### config.mk
export PLATFORM = sky130hd
export DESIGN_NAME = matrix_seq_ctrl
export DESIGN_NICKNAME = d
export VERILOG_FILES = /design/src/rtl/matrix_seq_ctrl.sv
export SDC_FILE = /design/constraint.sdc
export NUM_CORES = 1
export LEC_CHECK = 0
export BUFFER_PORTS_ARGS = -buffer_cell sky130_fd_sc_hd__buf_2
export CORE_ASPECT_RATIO = 0.8
export CORE_UTILIZATION = 55
export CTS_CLUSTER_SIZE = 30
export DETAILED_ROUTE_END_ITERATION = 10
export PLACE_DENSITY = 0.81
export SKIP_LAST_GASP = 1
export SLEW_MARGIN = 10
export SYNTH_ARGS = -nofsm -noshare
export SYNTH_HDL_FRONTEND = slang
export SYNTH_SLANG_ARGS = --single-unit
export TNS_END_PERCENT = 5
### constraint.sdc
create_clock -name clk -period 5.54 [get_ports clk]
set_input_delay 1.108 -clock clk [delete_from_list [all_inputs] [get_ports clk]]
set_output_delay 1.108 -clock clk [all_outputs]
set_load 0.01 [all_outputs]
### src/rtl/matrix_seq_ctrl.sv
// Command sequencer for the matrix-operation engine.
//
// Accepts command frames (action, size, data stream), drives a 256xDW
// simple-dual-port SRAM (read latency 1) to load or add/sub-modify the
// matrix, then streams the whole matrix back. A logical transpose flag
// remaps every address, so TRANSPOSE never moves data.
//
// Ports:
//   clk, rst_n            clock; synchronous active-high reset (1 = reset)
//   in_valid, in_data     command frame word valid / matrix element
//   size, action          frame header, sampled on the first frame cycle
//   mem_we/waddr/wdata    SRAM write port
//   mem_re/raddr, rdata   SRAM read port, rdata valid 1 cycle after mem_re
//   out_valid, out_data   result stream (out_data is 0 when not valid)
module matrix_seq_ctrl #(
  parameter int unsigned DW = 31,
  parameter int unsigned AW = 8
) (
  input  logic          clk,
  input  logic          rst_n,
  input  logic          in_valid,
  input  logic [DW-1:0] in_data,
  input  logic [1:0]    size,
  input  logic [2:0]    action,
  output logic          mem_we,
  output logic [AW-1:0] mem_waddr,
  output logic [DW-1:0] mem_wdata,
  output logic          mem_re,
  output logic [AW-1:0] mem_raddr,
  input  logic [DW-1:0] mem_rdata,
  output logic          out_valid,
  output logic [DW-1:0] out_data
);

  localparam int unsigned CW = AW + 1;

  typedef enum logic [2:0] {StIdle, StLoad, StRmw, StDrain, StDump} state_e;

  state_e        state_q, state_d;
  logic [1:0]    size_q, size_d;
  logic          trans_q, trans_d;
  logic          err_q, err_d;
  logic          is_sub_q, is_sub_d;
  logic [CW-1:0] idx_q, idx_d;
  logic          pend_q, pend_d;
  logic [AW-1:0] pend_addr_q, pend_addr_d;
  logic [DW-1:0] pend_data_q, pend_data_d;
  logic          rd_valid_q, rd_valid_d;
  logic          out_valid_q, out_valid_d;
  logic [DW-1:0] out_data_q, out_data_d;

  logic [CW-1:0] n_cur;
  logic [AW-1:0] cur_addr;

  // Element count N = D*D for size code s.
  function automatic logic [CW-1:0] n_of(input logic [1:0] s);
    case (s)
      2'd0:    return CW'(4);
      2'd1:    return CW'(16);
      2'd2:    return CW'(64);
      default: return CW'(256);
    endcase
  endfunction

  // Logical index -> physical address; transposed view swaps row and column.
  function automatic logic [AW-1:0] phys(input logic [CW-1:0] idx, input logic [1:0] s,
                                         input logic t);
    logic [AW-1:0] i, r, c, mask;
    logic [2:0]    lg;
    lg   = {1'b0, s} + 3'd1;
    i    = idx[AW-1:0];
    mask = AW'((32'd1 << lg) - 32'd1);
    r    = i >> lg;
    c    = i & mask;
    return t ? ((c << lg) | r) : i;
  endfunction

  assign n_cur    = n_of(size_q);
  assign cur_addr = phys(idx_q, size_q, trans_q);

  always_comb begin
    state_d     = state_q;
    size_d      = size_q;
    trans_d     = trans_q;
    err_d       = err_q;
    is_sub_d    = is_sub_q;
    idx_d       = idx_q;
    pend_d      = 1'b0;
    pend_addr_d = pend_addr_q;
    pend_data_d = pend_data_q;
    rd_valid_d  = 1'b0;
    out_valid_d = rd_valid_q;
    out_data_d  = rd_valid_q ? mem_rdata : '0;
    mem_we      = 1'b0;
    mem_waddr   = '0;
    mem_wdata   = '0;
    mem_re      = 1'b0;
    mem_raddr   = '0;

    unique case (state_q)
      StIdle: begin
        // Hold off new frames until the previous result stream has drained.
        if (in_valid && !rd_valid_q && !out_valid_q) begin
          idx_d = CW'(1);
          err_d = 1'b0;
          case (action)
            3'd0: begin
              size_d    = size;
              trans_d   = 1'b0;
              mem_we    = 1'b1;
              mem_waddr = '0;
              mem_wdata = in_data;
              state_d   = StLoad;
            end
            3'd1, 3'd2: begin
              // Index 0 maps to address 0 in either orientation.
              is_sub_d    = action[1];
              mem_re      = 1'b1;
              mem_raddr   = '0;
              pend_d      = 1'b1;
              pend_addr_d = '0;
              pend_data_d = in_data;
              state_d     = StRmw;
            end
            3'd3: begin
              trans_d = ~trans_q;
              state_d = StDrain;
            end
            default: begin
              err_d   = 1'b1;
              state_d = StDrain;
            end
          endcase
        end
      end
      StLoad: begin
        if (in_valid) begin
          if (idx_q < n_cur) begin
            mem_we    = 1'b1;
            mem_waddr = cur_addr;
            mem_wdata = in_data;
            idx_d     = idx_q + CW'(1);
          end
        end else begin
          idx_d   = '0;
          state_d = StDump;
        end
      end
      StRmw: begin
        // Write back the element read last cycle; a different element is
        // read this cycle, so the two ports never collide.
        if (pend_q) begin
          mem_we    = 1'b1;
          mem_waddr = pend_addr_q;
          mem_wdata = is_sub_q ? (mem_rdata - pend_data_q) : (mem_rdata + pend_data_q);
        end
        if (in_valid) begin
          if (idx_q < n_cur) begin
            mem_re      = 1'b1;
            mem_raddr   = cur_addr;
            pend_d      = 1'b1;
            pend_addr_d = cur_addr;
            pend_data_d = in_data;
            idx_d       = idx_q + CW'(1);
          end
        end else begin
          idx_d   = '0;
          state_d = StDump;
        end
      end
      StDrain: begin
        idx_d = '0;
        if (err_q) begin
          out_valid_d = 1'b1;
          out_data_d  = '0;
          state_d     = StIdle;
        end else begin
          state_d = StDump;
        end
      end
      StDump: begin
        mem_re     = 1'b1;
        mem_raddr  = cur_addr;
        rd_valid_d = 1'b1;
        idx_d      = idx_q + CW'(1);
        if (idx_q == n_cur - CW'(1)) begin
          idx_d   = '0;
          state_d = StIdle;
        end
      end
      default: state_d = StIdle;
    endcase

    // No memory traffic while reset is asserted.
    if (rst_n) begin
      mem_we    = 1'b0;
      mem_waddr = '0;
      mem_wdata = '0;
      mem_re    = 1'b0;
      mem_raddr = '0;
    end
  end

  always_ff @(posedge clk) begin
    if (rst_n) begin
      state_q     <= StIdle;
      size_q      <= '0;
      trans_q     <= 1'b0;
      err_q       <= 1'b0;
      is_sub_q    <= 1'b0;
      idx_q       <= '0;
      pend_q      <= 1'b0;
      pend_addr_q <= '0;
      pend_data_q <= '0;
      rd_valid_q  <= 1'b0;
      out_valid_q <= 1'b0;
      out_data_q  <= '0;
    end else begin
      state_q     <= state_d;
      size_q      <= size_d;
      trans_q     <= trans_d;
      err_q       <= err_d;
      is_sub_q    <= is_sub_d;
      idx_q       <= idx_d;
      pend_q      <= pend_d;
      pend_addr_q <= pend_addr_d;
      pend_data_q <= pend_data_d;
      rd_valid_q  <= rd_valid_d;
      out_valid_q <= out_valid_d;
      out_data_q  <= out_data_d;
    end
  end

  assign out_valid = out_valid_q;
  assign out_data  = out_data_q;

endmodule
# Word level (Yosys, flattened, before mapping)
# Cells that the tools add are included.
# totals
regBits	90
input_bits	70
out_inout_bits	81
elab_cells	120
# classes
add_sub_neg	6
n_lt_le_gt_ge	1
n_eq_ne	17
shift	3
muxes	58
bitwise_logic	3
reduce_logical	20
# op_table
operator	count
31-bit 2-to-1 mux	14
31-bit one-hot mux with 3 select lines	1
8-bit 2-to-1 mux	10
31-bit one-hot mux with 2 select lines	1
8-bit one-hot mux with 2 select lines	3
9-bit 2-to-1 mux	4
9-bit one-hot mux with 4 select lines	1
31-bit adder	1
31-bit subtractor	1
9-bit one-hot mux with 3 select lines	1
3-bit AND reduction	5
1-bit 2-to-1 mux	13
3-bit by 2-bit == test with 1-bit output, second input constant	4
3-bit 2-to-1 mux	4
3-bit one-hot mux with 4 select lines	1
2-bit inequality test, second input constant	5
9-bit by 1-bit adder with 9-bit output, second input constant	1
9-bit == test	1
9-bit less-than comparator	1
9-bit by 1-bit subtractor with 9-bit output, second input constant	1
8-bit AND	1
8-bit OR	1
1-bit by 3-bit << shifter with 8-bit output, first input constant	1
8-bit by 3-bit << shifter with 8-bit output	1
other kinds (23)	31

# Depth between registers and ports, before layout
# Gate-level depths: netlist (run 1).
# depth
ltp_word	11
depth_mapped	17
ltp_nobuf	16

# Worst setup path after synthesis (run 1)
# No wires, ideal clock.
# synth_path
kind	register -> output
from	register pend_data_q[2]
to	output port mem_wdata[29]
arrival_time_ns	3.602
required_ns	4.432
slack_ns	0.830
stages_incl_launch_ff	16
n_path_buf	1
path_cell_list	dfxtp_1 -> or3_1 -> nor4_1 -> nand3_1 -> nor2_1 -> a21oi_1 -> xnor2_1 -> ha_1 -> clkbuf_1 -> nand2_1 -> o21ai_0 -> or3_1 -> a2111oi_0 -> o31ai_1 -> xor2_1 -> a22o_1
# synth_between
elab_chain_cells	5
elab_cells_between_ends	6
classes_between	add/sub (2); mux (4)
# synth_lines
element	line	source
start: declaration	47	logic [DW-1:0] pend_data_q, pend_data_d;
start signal: assignment	227	pend_data_q <= pend_data_d;
31-bit adder or 31-bit subtractor (tied branches)	155	mem_wdata = is_sub_q ? (mem_rdata - pend_data_q) : (mem_rdata + pend_data_q);
31-bit 2-to-1 mux *	155	
31-bit 2-to-1 mux *	152	if (pend_q) begin
31-bit one-hot mux with 3 select lines *	100	unique case (state_q)
31-bit 2-to-1 mux *	195	if (rst_n) begin
end: declaration	27	output logic [DW-1:0] mem_wdata,
# Mark *: on every way between the ends. The rest lies on a longest branch, timed or not.

# Worst setup path in the final report (run 1)
# layout_path
from	register pend_data_q[0]
to	output port mem_wdata[29]
# Same word-level chain as after synthesis.

==> results by group, run 1 <==
Status
  – Status: finished clean

Logic synthesis
  – Post-Synthesis Cells: 871
  – Post-Syn Area: 6908 µm²
  – Ys flop type: dfxtp_1
  – Number of enable flip-flop cells after synthesis: 0
  – Synth Area per Inst: 7.931 µm²
  – Sequential area share after synthesis: 26.08%
  – Synth Register Bits: 90
  – Syn nets: 986
  – Synth warn: 0
  – Post-synth ARST share: 0%
  – Yosys cell types: 68

Placed design
  – GP Congestion: 0.9356
  – Hpwl dp: 14970 µm
  – Post-place instance area: 7732 µm²
  – PortBufs: 150

Timing
  – Setup TNS: 0 ns
  – Slew of the pin with the lowest slew margin: 0.7560 ns
  – Hold_ws: 0.4692 ns
  – Slew Limit Fails: 0
  – RSZ-0062 raised after global routing: false
  – Final count of hold timing violations: 0
  – FMAX: 186.6 MHz
  – Final setup fails: 0
  – Final Critical Period: 5.359 ns
  – Final period utilization: 96.73%
  – Slew HR: 49.60%
  – Layout Skew: 0.009204 ns

Final layout
  – Leading cell type in the layout, fill and taps excluded: buf_2
  – Fin area: 8119 µm²
  – Commonest non-fill, non-tap cells in the layout: buf_2, nor2_1, dfxtp_1
  – Area Overhead vs Synth: 17.53%
  – Post-layout nets: 1111
  – Layout cells sized above 1: 21.08%
  – ANT cells: 0
  – Fillers: 1080
  – Area of the multi-input gates: 4831 µm²
  – Register area: 1802 µm²

Global routing
  – Largest net degree at the start of global routing: 36
  – Initial antenna violation count: 0
  – Overflow after GRT: 0
  – Gr usage total: 30.65%
  – First-pass GRT wire length: 31680 µm
  – Number of global-route vias before repair: 6434

Clock tree
  – Clk_lat worst skew: 0.35 ns
  – Clock root cell: clkbuf_16
  – CTS Buffer Depth: 2
  – TritonCTS Buffers: 9
  – Clock slew at reported path FFs: 0.07 ns
  – H-tree levels: 3
  – CTS tree: built
  – CTS sink cnt: 90

Floorplan
  – Die Width: 127.3 µm
  – Core area: 12210 µm²
  – Die boundary height: 102.2 µm
  – Die area: 13020 µm²
  – Ports: 151
  – # rows: 36
  – Initial core utilization: 56.59%

Hold path
  – Hold crit path type: reg -> reg

Pwr
  – Int Pwr: 0.001827 W
  – Clk pwr share: 19.8%
  – Cell Pwr Density: 406.4 nW/µm²
  – P_leak: 3.683 nW
  – Worst VDD drop: 0.2081 mV
  – Net Sw Frac: 44.64%
  – Flop pwr share: 22.1%
  – Comb power frac: 58.1%
  – Psw: 0.001473 W

Detailed routing
  – 1st-pass router iterations: 5
  – Routed length per instance: 17.12 µm
  – Final wirelength: 20060 µm
  – Via count: 7090
  – Vias per Instance: 6.049
  – 1st-iter DRT viols: 670
  – Antenna-violating nets left: 0
  – DRC: 0

Critical path
  – WS Path Type: reg -> out
  – CP Capture Type: output pin
  – Critical path arrival: 4.25 ns
  – Crit path max fanout: 8
  – R2r setup slk: 1.96 ns
  – Worst Path Required: 4.43 ns
  – Worst setup SP type: register

Run
  – Total of max-cap violations: 0
## final timing paths
path,start,end,cells after the start
worst max-delay path,pend_data_q[0]$_SDFFE_PP0P_,mem_wdata[29],17
worst min-delay path,pend_addr_q[7]$_SDFFE_PP0P_,pend_addr_q[7]$_SDFFE_PP0P_,1
worst max register to register,size_q[1]$_SDFFE_PP0P_,pend_addr_q[5]$_SDFFE_PP0P_,11
worst min register to register,pend_addr_q[7]$_SDFFE_PP0P_,pend_addr_q[7]$_SDFFE_PP0P_,1
## synth_stat cells (all sizes together) (11+ instances only)
cell,n,area (µm²)
nor3,17,85.08
xnor2,45,394.1
a21oi,53,280.3
a21o,11,82.58
nor2,128,480.5
dfxtp,90,1802
inv,29,108.9
o21ai,38,201.5
o211ai,12,90.09
clkbuf,38,142.6
a22oi,15,112.6
nand2,49,186.4
nand3,17,85.08
buf,11,100.1
o21a,12,90.09
ha,44,550.5
a22o,20,175.2
nor4,11,68.82
and2,40,250.2
nand4,12,75.07
xor2,25,219.0
mux2i,45,450.4
## power by group through the flow
stage / Sequential (W) / Combinational, W / Clock, W
final: 0.000731 / 0.00192 / 0.000653
after global routing: 0.000735 / 0.00208 / 0.000684
after CTS: 0.000728 / 0.00182 / 0.000656
after detailed placement: 0.000742 / 0.00179 / 0
after global placement: 0.000740 / 0.00177 / 0
after floorplan: 0.000724 / 0.00137 / 0
## flip-flops by register name (all words and copies together), names as in the netlist, 2 cells and up
name	cells
idx_q	9
size_q	2
out_data	31
pend_addr_q	8
state_q	3
pend_data_q	31
## stage by stage
stage               total power [W]  setup WS, ns  utilization (%)  std cells
floorplan                  0.002096        0.8304                -        871
global placement           0.002511        0.5663            63.35       1155
detailed placement         0.002533        0.3963            63.35       1155
CTS                        0.003200       0.04458            65.92       1171
global route               0.003496      0.002014            66.51       1172
finish                     0.003300        0.1810            66.51       1172
## critical path, cell delays in order (launching register included)
cell and delay [ns]:
dfxtp_1 0.38, inv_1 0.08, ha_1 0.24, nor2b_1 0.16, and3_1 0.21, and2_2 0.24
a21oi_2 0.16, xnor2_1 0.15, ha_2 0.37, a21oi_1 0.19, o21ai_0 0.15, or3_1 0.38
a2111oi_2 0.40, buf_4 0.20, o31ai_1 0.09, xor2_1 0.16, a22o_1 0.19, buf_2 0.13
## repair_timing
action,CTS,global route
endpoints found under the setup margin,1,6
pin swaps,0,2
resized for setup,1,17
buffers inserted,0,1
cloned,0,0
hold buffers,0,0
## metal layers
metal  global-route usage (%)  wire length, µm  share of wire [%]
met4                    10.44              398                2.0
met5                        0                0                  0
met3                    5.340             1885                9.4
met2                    48.34             8728                 44
met1                    42.35             9049                 45
## cell type report
class | count | share of cell area [%]
Timing Repair Buffer | 163 | 10.45
Sequential cell | 90 | 22.19
Inverter | 30 | 1.387
Tap cell | 171 | 2.635
Multi-Input combinational cell | 702 | 59.50
Clock buffer | 10 | 2.943
Clock inverter | 6 | 0.8938
## cell families (layout without fill, tap and decap cells)
logic type | Yosys count | after routing | synth area share (%)
AND/OR/NAND/NOR | 319 | 319 | 22.39
AO/OA/AOI/OAI | 223 | 223 | 22.73
flip-flops | 90 | 90 | 26.08
buffers and inverters | 79 | 209 | 5.144
XOR/XNOR | 70 | 70 | 8.875
adder cells (fa/ha/maj) | 45 | 45 | 8.259
multiplexers | 45 | 45 | 6.521
Power figures use the tool's default switching activity.
==> run 2, diff against run 1 <==
--- a/config.mk
+++ b/config.mk
@@ -10,6 +10,7 @@
 export CORE_UTILIZATION = 55
 export CTS_CLUSTER_SIZE = 30
 export DETAILED_ROUTE_END_ITERATION = 10
+export MAX_ROUTING_LAYER = met4
 export PLACE_DENSITY = 0.81
 export SKIP_LAST_GASP = 1
 export SLEW_MARGIN = 10
==> run 2 against run 1 <==
  * Flip-flop and latch count unchanged
  * Utilization is 0.14 points higher
  * Total power rose by 0.57%
  * Combinational power barely moved
  * Via count is 1.7% lower
  * Sequential share of layout area about the same
==> results by group, run 2 (synthesis gave the netlist of run 1 again) <==
Status
  – Status: finished clean

Clock tree
  – CTS Buffer Depth: 2
  – Clk_lat worst skew: 0.35 ns
  – Clock root cell: clkbuf_16
  – Cts hold-fix bufs: 0
  – H-tree levels: 3
  – CTS tree: built
  – CTS sink cnt: 90
  – Clock slew at reported path FFs: 0.07 ns
  – TritonCTS Buffers: 9

Critical path
  – Critical path arrival: 4.19 ns
  – CP Capture Type: output pin
  – Worst Path Required: 4.43 ns
  – WS Path Type: reg -> out
  – Worst setup SP type: register
  – Crit path max fanout: 8

Timing
  – Slew HR: 49.53%
  – Slew of the pin with the lowest slew margin: 0.7571 ns
  – Slew Limit Fails: 0
  – Hold_ws: 0.4711 ns
  – Layout Skew: 0.01108 ns
  – Final count of hold timing violations: 0
  – Setup TNS: 0 ns
  – Final period utilization: 95.64%
  – Final setup fails: 0
  – FMAX: 188.7 MHz
  – Final Critical Period: 5.299 ns

Pwr
  – Cell Pwr Density: 407.8 nW/µm²
  – P_leak: 3.692 nW
  – Net Sw Frac: 43.86%
  – Worst VDD drop: 0.1904 mV
  – Int Pwr: 0.001863 W
  – Flop pwr share: 22.0%
  – Clk pwr share: 20.4%
  – Psw: 0.001456 W
  – Comb power frac: 57.6%

Floorplan
  – # rows: 36
  – Initial core utilization: 56.59%
  – Die boundary height: 102.2 µm
  – Ports: 151
  – Core area: 12210 µm²
  – Die Width: 127.3 µm
  – Die area: 13020 µm²

Detailed routing
  – Via count: 6966
  – 1st-iter DRT viols: 611
  – 1st-pass router iterations: 6
  – DRC: 0
  – Vias per Instance: 5.944
  – Final wirelength: 19690 µm
  – Routed length per instance: 16.80 µm
  – Antenna-violating nets left: 0

Hold path
  – Hold crit path type: reg -> reg

Final layout
  – ANT cells: 0
  – Layout cells sized above 1: 20.98%
  – Commonest non-fill, non-tap cells in the layout: buf_2, nor2_1, dfxtp_1
  – Core Util, Final: 66.66%
  – Fin area: 8137 µm²
  – Post-layout nets: 1111
  – Leading cell type in the layout, fill and taps excluded: buf_2
  – Area Overhead vs Synth: 17.79%

Placed design
  – PortBufs: 150
  – Hpwl dp: 14680 µm
  – Post-place instance area: 7732 µm²
  – GP Congestion: 0.9645

Global routing
  – Initial antenna violation count: 0
  – First-pass GRT wire length: 30640 µm
  – Largest net degree at the start of global routing: 36
  – Gr usage total: 30.88%
  – Overflow after GRT: 0
  – Number of global-route vias before repair: 5965

Run
  – Total of max-cap violations: 0
-- run 2: changes by cell type in the layout (fill, tap and decap cells not counted), sizes merged --
cell	before	now
bufinv	1	2
inv	31	32
clkbuf	10	9
clkinv	3	2
-- run 2: metrics by stage --
step | power, W | std cells | worst slack (ns)
finish | 0.003318 | 1172 | 0.2413
global placement | 0.002512 | 1155 | 0.5580
detailed placement | 0.002518 | 1155 | 0.4262
global route | 0.003516 | 1172 | -0.007334
CTS | 0.003213 | 1171 | 0.005061
floorplan | 0.002096 | 871 | 0.8304
-- run 2: what timing repair did --
action,CTS,global route
resized for setup,0,17
setup endpoints to repair,0,4
setup buffers,0,1
-- run 2: per-layer routing --
layer  GRT usage [%]  vias to the layer above  wire, µm
li1                -                     3349         -
met1           43.04                     3281      9170
met2           45.99                      306      8593
met3           5.759                       30      1669
met4           7.143                        0       261
met5               -                        -         0
-- run 2: final timing paths --
| kind | from | endpoint | slack, ns | depth (start not counted) |
|---|---|---|---|---|
| setup / recovery | pend_data_q[0]$_SDFFE_PP0P_ | mem_wdata[29] | 0.24 | 17 |
| hold / removal | pend_addr_q[2]$_SDFFE_PP0P_ | pend_addr_q[2]$_SDFFE_PP0P_ | 0.47 | 1 |
| setup reg to reg | size_q[1]$_SDFFE_PP0P_ | pend_addr_q[5]$_SDFFE_PP0P_ | 1.96 | 11 |
| hold reg to reg | pend_addr_q[2]$_SDFFE_PP0P_ | pend_addr_q[2]$_SDFFE_PP0P_ | 0.47 | 1 |
-- run 2: worst max-delay path, stage by stage, from the launching register on --
cell and delay, ns:
dfxtp_1 0.39, inv_1 0.07, ha_1 0.22, nor2b_1 0.16
and3_1 0.20, and2_2 0.24, a21oi_1 0.18, xnor2_1 0.15
ha_2 0.37, a21oi_2 0.20, o21ai_0 0.16, or3_1 0.41
a2111oi_4 0.33, buf_4 0.18, o31ai_1 0.09, xor2_1 0.16
a22o_1 0.19, buf_2 0.13
-- run 2: power by group through the flow --
stage / Sequential (W) / Clock [W] / Combinational [W]
detailed placement: 0.000742 / 0 / 0.00178
floorplan: 0.000724 / 0 / 0.00137
finish: 0.000730 / 0.000676 / 0.00191
global route: 0.000735 / 0.000705 / 0.00208
CTS: 0.000727 / 0.000688 / 0.00180
global placement: 0.000740 / 0 / 0.00177
-- run 2: area by class of cell --
class | count | area (µm²)
clock buffers | 9 | 225.2
clock inverters | 7 | 98.84
fillers | 1084 | 4070
inverters | 30 | 112.6
multi-input cells | 702 | 4836
flip-flops and latches | 90 | 1802
well taps | 171 | 214.0
repair buffers | 163 | 848.3
